$ cat config.mk
export PLATFORM = sky130hd
export DESIGN_NAME = qspi_mem_ctrl
export DESIGN_NICKNAME = d
export VERILOG_FILES = /design/src/rtl/qspi_pkg.sv /design/src/rtl/qspi_sclk_gen.sv /design/src/rtl/qspi_mem_ctrl.sv
export SDC_FILE = /design/constraint.sdc
export NUM_CORES = 1
export LEC_CHECK = 0
export ABC_AREA = 1
export CAP_MARGIN = 10
export CORE_MARGIN = 5
export CORE_UTILIZATION = 30
export DETAILED_ROUTE_END_ITERATION = 6
export PLACE_DENSITY = 0.59
export SETUP_SLACK_MARGIN = 0.15
export SYNTH_ARGS = -nofsm -noshare
export SYNTH_HDL_FRONTEND = slang
export SYNTH_SLANG_ARGS = --single-unit
$ cat constraint.sdc
create_clock -name clock -period 1.6 [get_ports clock]
set_input_delay 0.16 -clock clock [delete_from_list [all_inputs] [get_ports clock]]
set_output_delay 0.16 -clock clock [all_outputs]
set_load 0.03 [all_outputs]
$ cat src/rtl/qspi_pkg.sv
// Shared constants, state encoding and helpers for the QPI memory controller.
// No logic; pure declarations.
// Imported by qspi_mem_ctrl and qspi_sclk_gen.
package qspi_pkg;

  localparam logic [7:0] QSPI_OP_READ  = 8'hEB;
  localparam logic [7:0] QSPI_OP_WRITE = 8'h38;

  localparam logic [3:0] NIBBLES_CMD  = 4'd2;
  localparam logic [3:0] NIBBLES_ADDR = 4'd6;
  localparam logic [3:0] NIBBLES_DATA = 4'd8;

  // Chip-select code with no device behind it
  localparam logic [1:0] SEL_UNMAPPED = 2'd3;

  typedef enum logic [2:0] {
    ST_IDLE,
    ST_CMD,
    ST_ADDR,
    ST_DUMMY,
    ST_DATA,
    ST_GAP
  } qspi_state_e;

  // Wire order is byte0 first; this maps a word to/from that stream order
  function automatic logic [31:0] bswap32(input logic [31:0] w);
    return {w[7:0], w[15:8], w[23:16], w[31:24]};
  endfunction

endpackage

$ cat src/rtl/qspi_sclk_gen.sv
// SPI clock divider: mode-0 spi_clk (low half first) plus a strobe on the edge that ends each high half.
// Latency: first low half starts the cycle en_i rises; each half lasts CLK_DIV clocks.
// Backpressure: none; free-runs while en_i is high, parks low/reset while en_i is low.
module qspi_sclk_gen #(
  parameter int CLK_DIV = 1
) (
  input  logic clock,
  input  logic reset,
  input  logic en_i,
  output logic spi_clk_o,
  output logic fall_o
);
  import qspi_pkg::*;

  localparam logic [7:0] HALF_LAST = 8'(CLK_DIV - 1);

  logic [7:0] cnt_q, cnt_d;
  logic       phase_q, phase_d;
  logic       half_end;

  assign half_end = (cnt_q == HALF_LAST);

  // Count out each half period and toggle the phase at its end; idle parks low
  always_comb begin
    cnt_d   = cnt_q;
    phase_d = phase_q;
    if (!en_i) begin
      cnt_d   = '0;
      phase_d = 1'b0;
    end else if (half_end) begin
      cnt_d   = '0;
      phase_d = ~phase_q;
    end else begin
      cnt_d = cnt_q + 8'd1;
    end
  end

  // Divider state register
  always_ff @(posedge clock or negedge reset) begin
    if (!reset) begin
      cnt_q   <= '0;
      phase_q <= 1'b0;
    end else begin
      cnt_q   <= cnt_d;
      phase_q <= phase_d;
    end
  end

  assign spi_clk_o = phase_q;
  assign fall_o    = en_i & phase_q & half_end;

endmodule

$ cat src/rtl/qspi_mem_ctrl.sv
// QPI master: turns single-word core read/write requests into 4-bit wire transactions on CS0..CS2.
// Latency: (16+WAIT_CYCLES)*2*CLK_DIV+1 clocks read, 32*CLK_DIV+1 write, 1 for unmapped select.
// Backpressure: req_ready high only in IDLE; one request in flight, CS held high CS_HIGH_MIN clocks after.
module qspi_mem_ctrl #(
  parameter int CLK_DIV     = 1,
  parameter int WAIT_CYCLES = 6,
  parameter int CS_HIGH_MIN = 4
) (
  input  logic        clock,
  input  logic        reset,
  input  logic        req_valid,
  output logic        req_ready,
  input  logic        req_we,
  input  logic [1:0]  req_sel,
  input  logic [23:0] req_addr,
  input  logic [31:0] req_wdata,
  output logic        rsp_valid,
  output logic [31:0] rsp_rdata,
  output logic        spi_clk,
  output logic        cs0,
  output logic        cs1,
  output logic        cs2,
  output logic [3:0]  out_sio,
  input  logic [3:0]  in_sio,
  output logic        dir
);
  import qspi_pkg::*;

  localparam logic [3:0] LAST_DUMMY = (WAIT_CYCLES > 0) ? 4'(WAIT_CYCLES - 1) : 4'd0;
  localparam logic [7:0] GAP_LAST   = 8'(CS_HIGH_MIN - 1);

  qspi_state_e state_q, state_d;
  logic [3:0]  nib_cnt_q, nib_cnt_d;
  logic [7:0]  gap_cnt_q, gap_cnt_d;
  logic        we_q, we_d;
  logic [1:0]  sel_q, sel_d;
  logic [63:0] tx_q, tx_d;
  logic [27:0] rx_q, rx_d;
  logic [31:0] rx_shift;
  logic        rdy_q, rdy_d;
  logic        rsp_vld_q, rsp_vld_d;
  logic [31:0] rdata_q, rdata_d;
  logic        active;
  logic        sclk_fall;

  assign active = (state_q == ST_CMD) || (state_q == ST_ADDR) ||
                  (state_q == ST_DUMMY) || (state_q == ST_DATA);

  qspi_sclk_gen #(
    .CLK_DIV(CLK_DIV)
  ) u_sclk (
    .clock    (clock),
    .reset    (reset),
    .en_i     (active),
    .spi_clk_o(spi_clk),
    .fall_o   (sclk_fall)
  );

  // Incoming read nibble appended to what has been collected so far
  assign rx_shift = {rx_q, in_sio};

  // Next-state, nibble sequencing, shifting and response generation
  always_comb begin
    state_d   = state_q;
    nib_cnt_d = nib_cnt_q;
    gap_cnt_d = gap_cnt_q;
    we_d      = we_q;
    sel_d     = sel_q;
    tx_d      = tx_q;
    rx_d      = rx_q;
    rsp_vld_d = 1'b0;
    rdata_d   = rdata_q;
    unique case (state_q)
      ST_IDLE: begin
        if (req_valid && rdy_q) begin
          we_d  = req_we;
          sel_d = req_sel;
          if (req_sel == SEL_UNMAPPED) begin
            // No device: answer immediately, never touch the bus
            rsp_vld_d = 1'b1;
            if (!req_we) rdata_d = 32'hFFFF_FFFF;
          end else begin
            tx_d      = {req_we ? QSPI_OP_WRITE : QSPI_OP_READ, req_addr,
                         req_we ? bswap32(req_wdata) : 32'h0};
            nib_cnt_d = '0;
            state_d   = ST_CMD;
          end
        end
      end
      ST_CMD: begin
        if (sclk_fall) begin
          tx_d = {tx_q[59:0], 4'h0};
          if (nib_cnt_q == NIBBLES_CMD - 4'd1) begin
            nib_cnt_d = '0;
            state_d   = ST_ADDR;
          end else begin
            nib_cnt_d = nib_cnt_q + 4'd1;
          end
        end
      end
      ST_ADDR: begin
        if (sclk_fall) begin
          tx_d = {tx_q[59:0], 4'h0};
          if (nib_cnt_q == NIBBLES_ADDR - 4'd1) begin
            nib_cnt_d = '0;
            state_d   = (!we_q && WAIT_CYCLES > 0) ? ST_DUMMY : ST_DATA;
          end else begin
            nib_cnt_d = nib_cnt_q + 4'd1;
          end
        end
      end
      ST_DUMMY: begin
        if (sclk_fall) begin
          if (nib_cnt_q == LAST_DUMMY) begin
            nib_cnt_d = '0;
            state_d   = ST_DATA;
          end else begin
            nib_cnt_d = nib_cnt_q + 4'd1;
          end
        end
      end
      ST_DATA: begin
        if (sclk_fall) begin
          tx_d = {tx_q[59:0], 4'h0};
          if (!we_q) rx_d = rx_shift[27:0];
          if (nib_cnt_q == NIBBLES_DATA - 4'd1) begin
            nib_cnt_d = '0;
            gap_cnt_d = '0;
            rsp_vld_d = 1'b1;
            if (!we_q) rdata_d = bswap32(rx_shift);
            state_d   = ST_GAP;
          end else begin
            nib_cnt_d = nib_cnt_q + 4'd1;
          end
        end
      end
      ST_GAP: begin
        if (gap_cnt_q == GAP_LAST) begin
          state_d = ST_IDLE;
        end else begin
          gap_cnt_d = gap_cnt_q + 8'd1;
        end
      end
      default: state_d = ST_IDLE;
    endcase
    rdy_d = (state_d == ST_IDLE);
  end

  // State and datapath registers
  always_ff @(posedge clock or negedge reset) begin
    if (!reset) begin
      state_q   <= ST_IDLE;
      nib_cnt_q <= '0;
      gap_cnt_q <= '0;
      we_q      <= 1'b0;
      sel_q     <= '0;
      tx_q      <= '0;
      rx_q      <= '0;
      rdy_q     <= 1'b0;
      rsp_vld_q <= 1'b0;
      rdata_q   <= '0;
    end else begin
      state_q   <= state_d;
      nib_cnt_q <= nib_cnt_d;
      gap_cnt_q <= gap_cnt_d;
      we_q      <= we_d;
      sel_q     <= sel_d;
      tx_q      <= tx_d;
      rx_q      <= rx_d;
      rdy_q     <= rdy_d;
      rsp_vld_q <= rsp_vld_d;
      rdata_q   <= rdata_d;
    end
  end

  // Controller owns the pads for command, address and write data only
  assign dir       = (state_q == ST_CMD) || (state_q == ST_ADDR) ||
                     ((state_q == ST_DATA) && we_q);
  assign out_sio   = dir ? tx_q[63:60] : 4'h0;
  assign cs0       = ~(active && (sel_q == 2'd0));
  assign cs1       = ~(active && (sel_q == 2'd1));
  assign cs2       = ~(active && (sel_q == 2'd2));
  assign req_ready = rdy_q;
  assign rsp_valid = rsp_vld_q;
  assign rsp_rdata = rdata_q;

endmodule
* Yosys cells after proc, flatten, opt, wreduce, memory -nomap -nowiden
Cells that the tools add are included.
** Storage, ports and cells
- Register bits :: 153
- Output and inout port bits :: 43
** Cells by class
- Add/subtract/negate cells :: 3
- Equality and inequality tests :: 24
- Multiplexer cells :: 49
- Bitwise logic cells :: 7
- Reductions and logical operators :: 25
** Operator list (count)
- 2-to-1 mux 32 bit :: 7
- 2-to-1 mux 64 bit :: 3
- one-hot mux 64 bit (2 select lines) :: 1
- one-hot mux 32 bit (2 select lines) :: 1
- 2-to-1 mux 8 bit :: 6
- 2-to-1 mux 3 bit :: 12
- 2-to-1 mux 4 bit :: 9
- one-hot mux 3 bit (6 select lines) :: 1
- adder 8 x 1 -> 8 bit, second input constant :: 2
- != test 2 bit, second input constant :: 8
- one-hot mux 4 bit (4 select lines) :: 1
- one-hot mux 8 bit (2 select lines) :: 1
- equality test 4 x 3 -> 1 bit, second input constant :: 2
- equality test 8 x 2 -> 1 bit, second input constant :: 1
- logical NOT 8 bit :: 1
- != test 2 x 1 -> 1 bit, second input constant :: 4
- AND reduction 4 bit :: 2
- AND reduction 7 bit :: 1
- equality test 3 x 2 -> 1 bit, second input constant :: 2
- equality test 3 bit, second input constant :: 2
- logical NOT 3 bit :: 2
- 2-to-1 mux 1 bit :: 6
- AND reduction 6 bit :: 1
- nonzero test 2 bit :: 3
- other kinds (16) :: 29

* Depth between registers and ports, before layout
- Word-level depth :: 9
- Mapped depth :: 12
- Gate-level depth less buffers :: 11

* Modules after synthesis
Synthesis repeated with hierarchy kept, for this count alone.
** Second synthesis, totals
- Cells, all modules :: 939
- Area total of the unflattened synthesis :: 7389.6 um^2
** Modules (own cells, without submodules)
- qspi_mem_ctrl :: times used 1, cells each 870, area each 6887.9 um^2
- qspi_sclk_gen :: times used 1, cells each 69, area each 501.7 um^2

* Worst setup path before layout
No wires, ideal clock.
- Path kind :: register to register
- Start :: register u_sclk.cnt_q[0]
- End :: register tx_q[58]
- Library setup time :: 0.127 ns
- Arrival time :: 1.646 ns
- Path slack :: -0.173 ns
- Cell stages (with the launch flop) :: 11
- Path buffers :: 1
- Clock period less this slack :: 1.773 ns
- Path through :: dfrtp_1 -> inv_1 -> ha_1 -> nand3_1 -> nor2_2 -> nand3_2 -> nand2_1 -> nand3_4 -> inv_4 -> buf_2 -> o22ai_1
** Between the ends
- Longest elaborated chain between the ends :: 4
** RTL lines
- from (decl) :: line qspi_sclk_gen.sv:17 : logic [7:0] cnt_q, cnt_d;
- from (signal assigned) :: line qspi_sclk_gen.sv:44 : cnt_q <= cnt_d;
- logical NOT 8 bit :: line qspi_sclk_gen.sv:21 : assign half_end = (cnt_q == HALF_LAST);
- bitwise AND 1 bit :: line qspi_sclk_gen.sv:50 : assign fall_o = en_i & phase_q & half_end;
- != test 2 x 1 -> 1 bit (no line)
- AND reduction 4 bit (no line)
- to (signal assigned) :: line qspi_mem_ctrl.sv:168 : tx_q <= tx_d;
- to (decl) :: line qspi_mem_ctrl.sv:37 : logic [63:0] tx_q, tx_d;
No other way between the ends.
A chain may end at the register's enable or synchronous reset.

* Worst setup path after layout
- Start :: register state_q[0]
- End :: register nib_cnt_q[0]
** Between the ends
- Longest elaborated chain between the ends :: 8
- Elaborated cells between the ends (all ways) :: 19
- Those cells by class :: eq/ne (9); mux (1); bitwise (2); reduce/logical (7)
** RTL lines
- from (decl) :: line qspi_mem_ctrl.sv:32 : qspi_state_e state_q, state_d;
- from (signal assigned) :: line qspi_mem_ctrl.sv:163 : state_q <= state_d;
- equality test 3 x 1 -> 1 bit or equality test 3 x 2 -> 1 bit (tied branches) :: line qspi_mem_ctrl.sv:46, qspi_mem_ctrl.sv:73
- logical OR 1 bit (2 in a row) :: line qspi_mem_ctrl.sv:46 : assign active = (state_q == ST_CMD) || (state_q == ST_ADDR) ||
- logical OR 1 bit :: line qspi_mem_ctrl.sv:47 : (state_q == ST_DUMMY) || (state_q == ST_DATA);
- bitwise AND 1 bit (2 in a row) :: line qspi_sclk_gen.sv:50
- != test 2 bit (no line) or != test 2 x 1 -> 1 bit (tied branches)
- AND reduction 6 bit (no line)
- to (signal assigned) :: line qspi_mem_ctrl.sv:164 : nib_cnt_q <= nib_cnt_d;
- to (decl) :: line qspi_mem_ctrl.sv:33 : logic [3:0] nib_cnt_q, nib_cnt_d;
Several ways; a longest one is shown, not always the timed one.

==> qor.yml <==
status: "finished, violations left"
violations_in_the_final_reports: "negative setup slack"
ant_nets: 0
area_growth_syn_to_layout_pct: 60.9
fp.coreArea_sq_um: 22700
slew_headroom_pct: 71.7
fp.dieArea_sq_um: 26300
leakagePower_nw: 5.32
sequentialPowerShare_pct: 45.5
detail_route.first_pass.iterations: 4
synthDistinctLibCells: 35
crit_type: "flip-flop to flip-flop"
final-hold-violation-count: 0
cts.path.max_buffers: 2
critical_path_required_ns: 1.95
drc_violation_count_after_routing: 0
clk_pin_slew_ns: 0.08
design.final.nets: 1114
die-width_um: 162
synth_cells: 820
timing.reg2reg.setup_slack_ns: -0.34
regToRegStartpoint: "state_q[0]$_DFF_PN0_"
timing.setup.tns_ns: -35.49
routedWlPerCell_um: 15.4
power.ir.vdd_worst_v: 0.000699
drive_gt1_share_pct: 30.9
final.setup_skew_ns: 0.0161
grt_setup_unrepaired: "true"
max_clock_freq_mhz: 515
power_density_over_cell_area_nw_per_um2: 787
endpoint_kind: "flip-flop"
worstMarginPinSlew_ns: 0.421
start_kind: "flip-flop"
critPathCapture: "nib_cnt_q[0]$_DFFE_PN0P_"
worstPathArrival_ns: 2.29
routabilityCongestion: 0.815
die_h_um: 162
comb_power_share_pct: 7.0
grt_start_max_net_pins: 65
grt_pass1_wl_um: 31900
fin_ws_ns: -0.342
cts.htree.levels: 4
clkSinkCount: 153
io_pins: 109
std_cell_rows: 55
worst_case_reg_to_reg_path_depth: 12
synthArstFlopShare_pct: 100
dp_worst_setup_slack_ns: -0.217
reg2reg_to: "nib_cnt_q[0]$_DFFE_PN0P_"
clock_power_share_pct: 47.5
fin_util_pct: 49.2
path_max_fanout: 5
dp_hpwl_um: 11900
final_common_cell: "sky130_fd_sc_hd__nand2_1"
netSwitchingPower_mw: 2.41
groute.usage.overall_pct: 14.8
tritoncts_clock_tree: "yes"
antenna_found_initial: 0
first_global_vias: 6484
finalSetupViolations: 151
global_route.overflow_total: 0
post-route-min-period_ns: 1.94
synth_top_flop_cell: "sky130_fd_sc_hd__dfrtp_1"
syn_avg_cell_area_sq_um: 8.47
avgViaCountPerCell: 4.82
critPathLaunch: "state_q[0]$_DFF_PN0_"
drt_iter0_drc: 341
antenna_cells: 0
wl_um: 20600
dr_total_vias: 6468
slew_viol_final: 0
initial_standard_cell_utilization_of_the_core_pct: 30.6
yosysWarningCount: 0
synth_sequential_area_ratio_pct: 55.1
syn_nets: 891
timing.max_cap.violations: 0
clk_latency_ns: 0.44
synth_edf_count: 0
port-buffer-count: 108
synth_seq_cells: 153
synth_area_sq_um: 6940
clock-root-buffer: "sky130_fd_sc_hd__clkbuf_16"
swShare_pct: 27.4
hold_path.class: "input pin to async pin"
cts-buffers-inserted: 17
p_int_mw: 6.38
commonest_non_fill_non_tap_cells_in_the_layout: "sky130_fd_sc_hd__nand2_1, sky130_fd_sc_hd__dfrtp_1, sky130_fd_sc_hd__o21ai_1, sky130_fd_sc_hd__inv_1, sky130_fd_sc_hd__clkdlybuf4s50_1"
period_share_pct: 121
## layout make-up
class                           count  area [sq um]
Fill cell                        2071         11500
Sequential cell                   153          3830
Multi-Input combinational cell    545          3210
Timing Repair Buffer              242          2820
Clock buffer                       17           425
Tap cell                          285           357
Inverter                           84           335
Clock inverter                     15           196
## state kept, by name (all words and copies together), names as in the netlist, 2 cells and up
name and count:
gap_cnt_q 8, nib_cnt_q 4, rsp_rdata 32, rx_q 28, sel_q 2, state_q 3, tx_q 64, u_sclk.cnt_q 8
## synthesized netlist by cell type, types with 3 or more instances
cell	count	share of area, %
sky130_fd_sc_hd__nand2_2	3	0.27
sky130_fd_sc_hd__o21ai_0	87	6.3
sky130_fd_sc_hd__a21oi_1	18	1.3
sky130_fd_sc_hd__inv_1	78	4.2
sky130_fd_sc_hd__a22oi_1	29	3.1
sky130_fd_sc_hd__buf_2	20	1.4
sky130_fd_sc_hd__nand2_1	195	11
sky130_fd_sc_hd__nor3_1	7	0.50
sky130_fd_sc_hd__nor2_2	5	0.45
sky130_fd_sc_hd__nand4_1	6	0.54
sky130_fd_sc_hd__mux2_2	5	0.81
sky130_fd_sc_hd__dfrtp_1	153	55
sky130_fd_sc_hd__nor2_1	88	4.8
sky130_fd_sc_hd__clkbuf_1	16	0.87
sky130_fd_sc_hd__o22ai_1	3	0.27
sky130_fd_sc_hd__nand3_1	24	1.7
sky130_fd_sc_hd__ha_1	5	0.90
sky130_fd_sc_hd__o21ai_1	51	3.7
sky130_fd_sc_hd__inv_2	5	0.27
## power by group through the flow
stage	Sequential (mW)	Combinational [mW]	Clock (mW)
4_1_cts	4.00	0.616	4.24
3_5_place_dp	4.07	0.593	0
5_1_grt	4.01	0.676	4.40
6_report	4.00	0.618	4.17
3_3_place_gp	4.07	0.588	0
2_1_floorplan	4.14	0.122	0
## logic make-up after synthesis
group | Yosys count | synth area share (%)
xor+xnor | 4 | 0.505
fa+ha+maj | 5 | 0.901
compound gates | 194 | 15.4
mux | 6 | 0.955
flops | 153 | 55.1
simple gates | 336 | 20.0
buf+inv | 122 | 7.10
## how the worst min path moves through the flow
stage	start	endpoint	slack, ns	cells past startpoint
floorplan	reset	gap_cnt_q[0]$_DFFE_PN0P_	-0.14	0
global placement	reset	u_sclk.cnt_q[4]$_DFF_PN0_	0.05	1
detailed placement	reset	u_sclk.cnt_q[5]$_DFF_PN0_	0.06	1
CTS	reset	tx_q[7]$_DFFE_PN0P_	0.18	2
global route	reset	tx_q[7]$_DFFE_PN0P_	0.20	2
finish	reset	tx_q[7]$_DFFE_PN0P_	0.17	2
## metal layers
metal	up-vias	track usage [%]	routed length, um
li1	3149	-	-
met1	3130	19.3	9020
met2	162	24.7	10200
met3	27	3.22	976
met4	0	4.58	362
met5	-	0	0
## critical path: stages (launching register included)
cell,delay (ns)
sky130_fd_sc_hd__dfrtp_1,0.39
sky130_fd_sc_hd__nor2_2,0.13
sky130_fd_sc_hd__buf_4,0.13
sky130_fd_sc_hd__nand2_4,0.06
sky130_fd_sc_hd__buf_8,0.14
sky130_fd_sc_hd__nand2_8,0.07
sky130_fd_sc_hd__nand3_4,0.10
sky130_fd_sc_hd__buf_6,0.14
sky130_fd_sc_hd__buf_6,0.10
sky130_fd_sc_hd__buf_6,0.11
sky130_fd_sc_hd__a21boi_4,0.21
sky130_fd_sc_hd__nand2_2,0.11
sky130_fd_sc_hd__mux2i_1,0.16
## what timing repair did
| item | CTS | global route |
|---|---|---|
| endpoints found under the hold margin | 153 | 0 |
| pin swaps | 20 | 21 |
| cloned | 13 | 7 |
| setup endpoints to repair | 189 | 170 |
| gates resized for setup | 187 | 129 |
| setup buffers | 29 | 20 |
| hold buffers | 1 | 0 |
## stage by stage
stage / hold WS [ns] / power (mW) / instance area [sq um] / instances
2_1_floorplan: -0.136 / 4.26 / 7020 / 820
3_3_place_gp: 0.0548 / 4.66 / 8860 / 1239
3_5_place_dp: 0.0557 / 4.66 / 8860 / 1239
4_1_cts: 0.178 / 8.85 / 10500 / 1314
5_1_grt: 0.200 / 9.09 / 11200 / 1341
6_report: 0.172 / 8.79 / 11200 / 1341
Power figures use the tool's default switching activity.
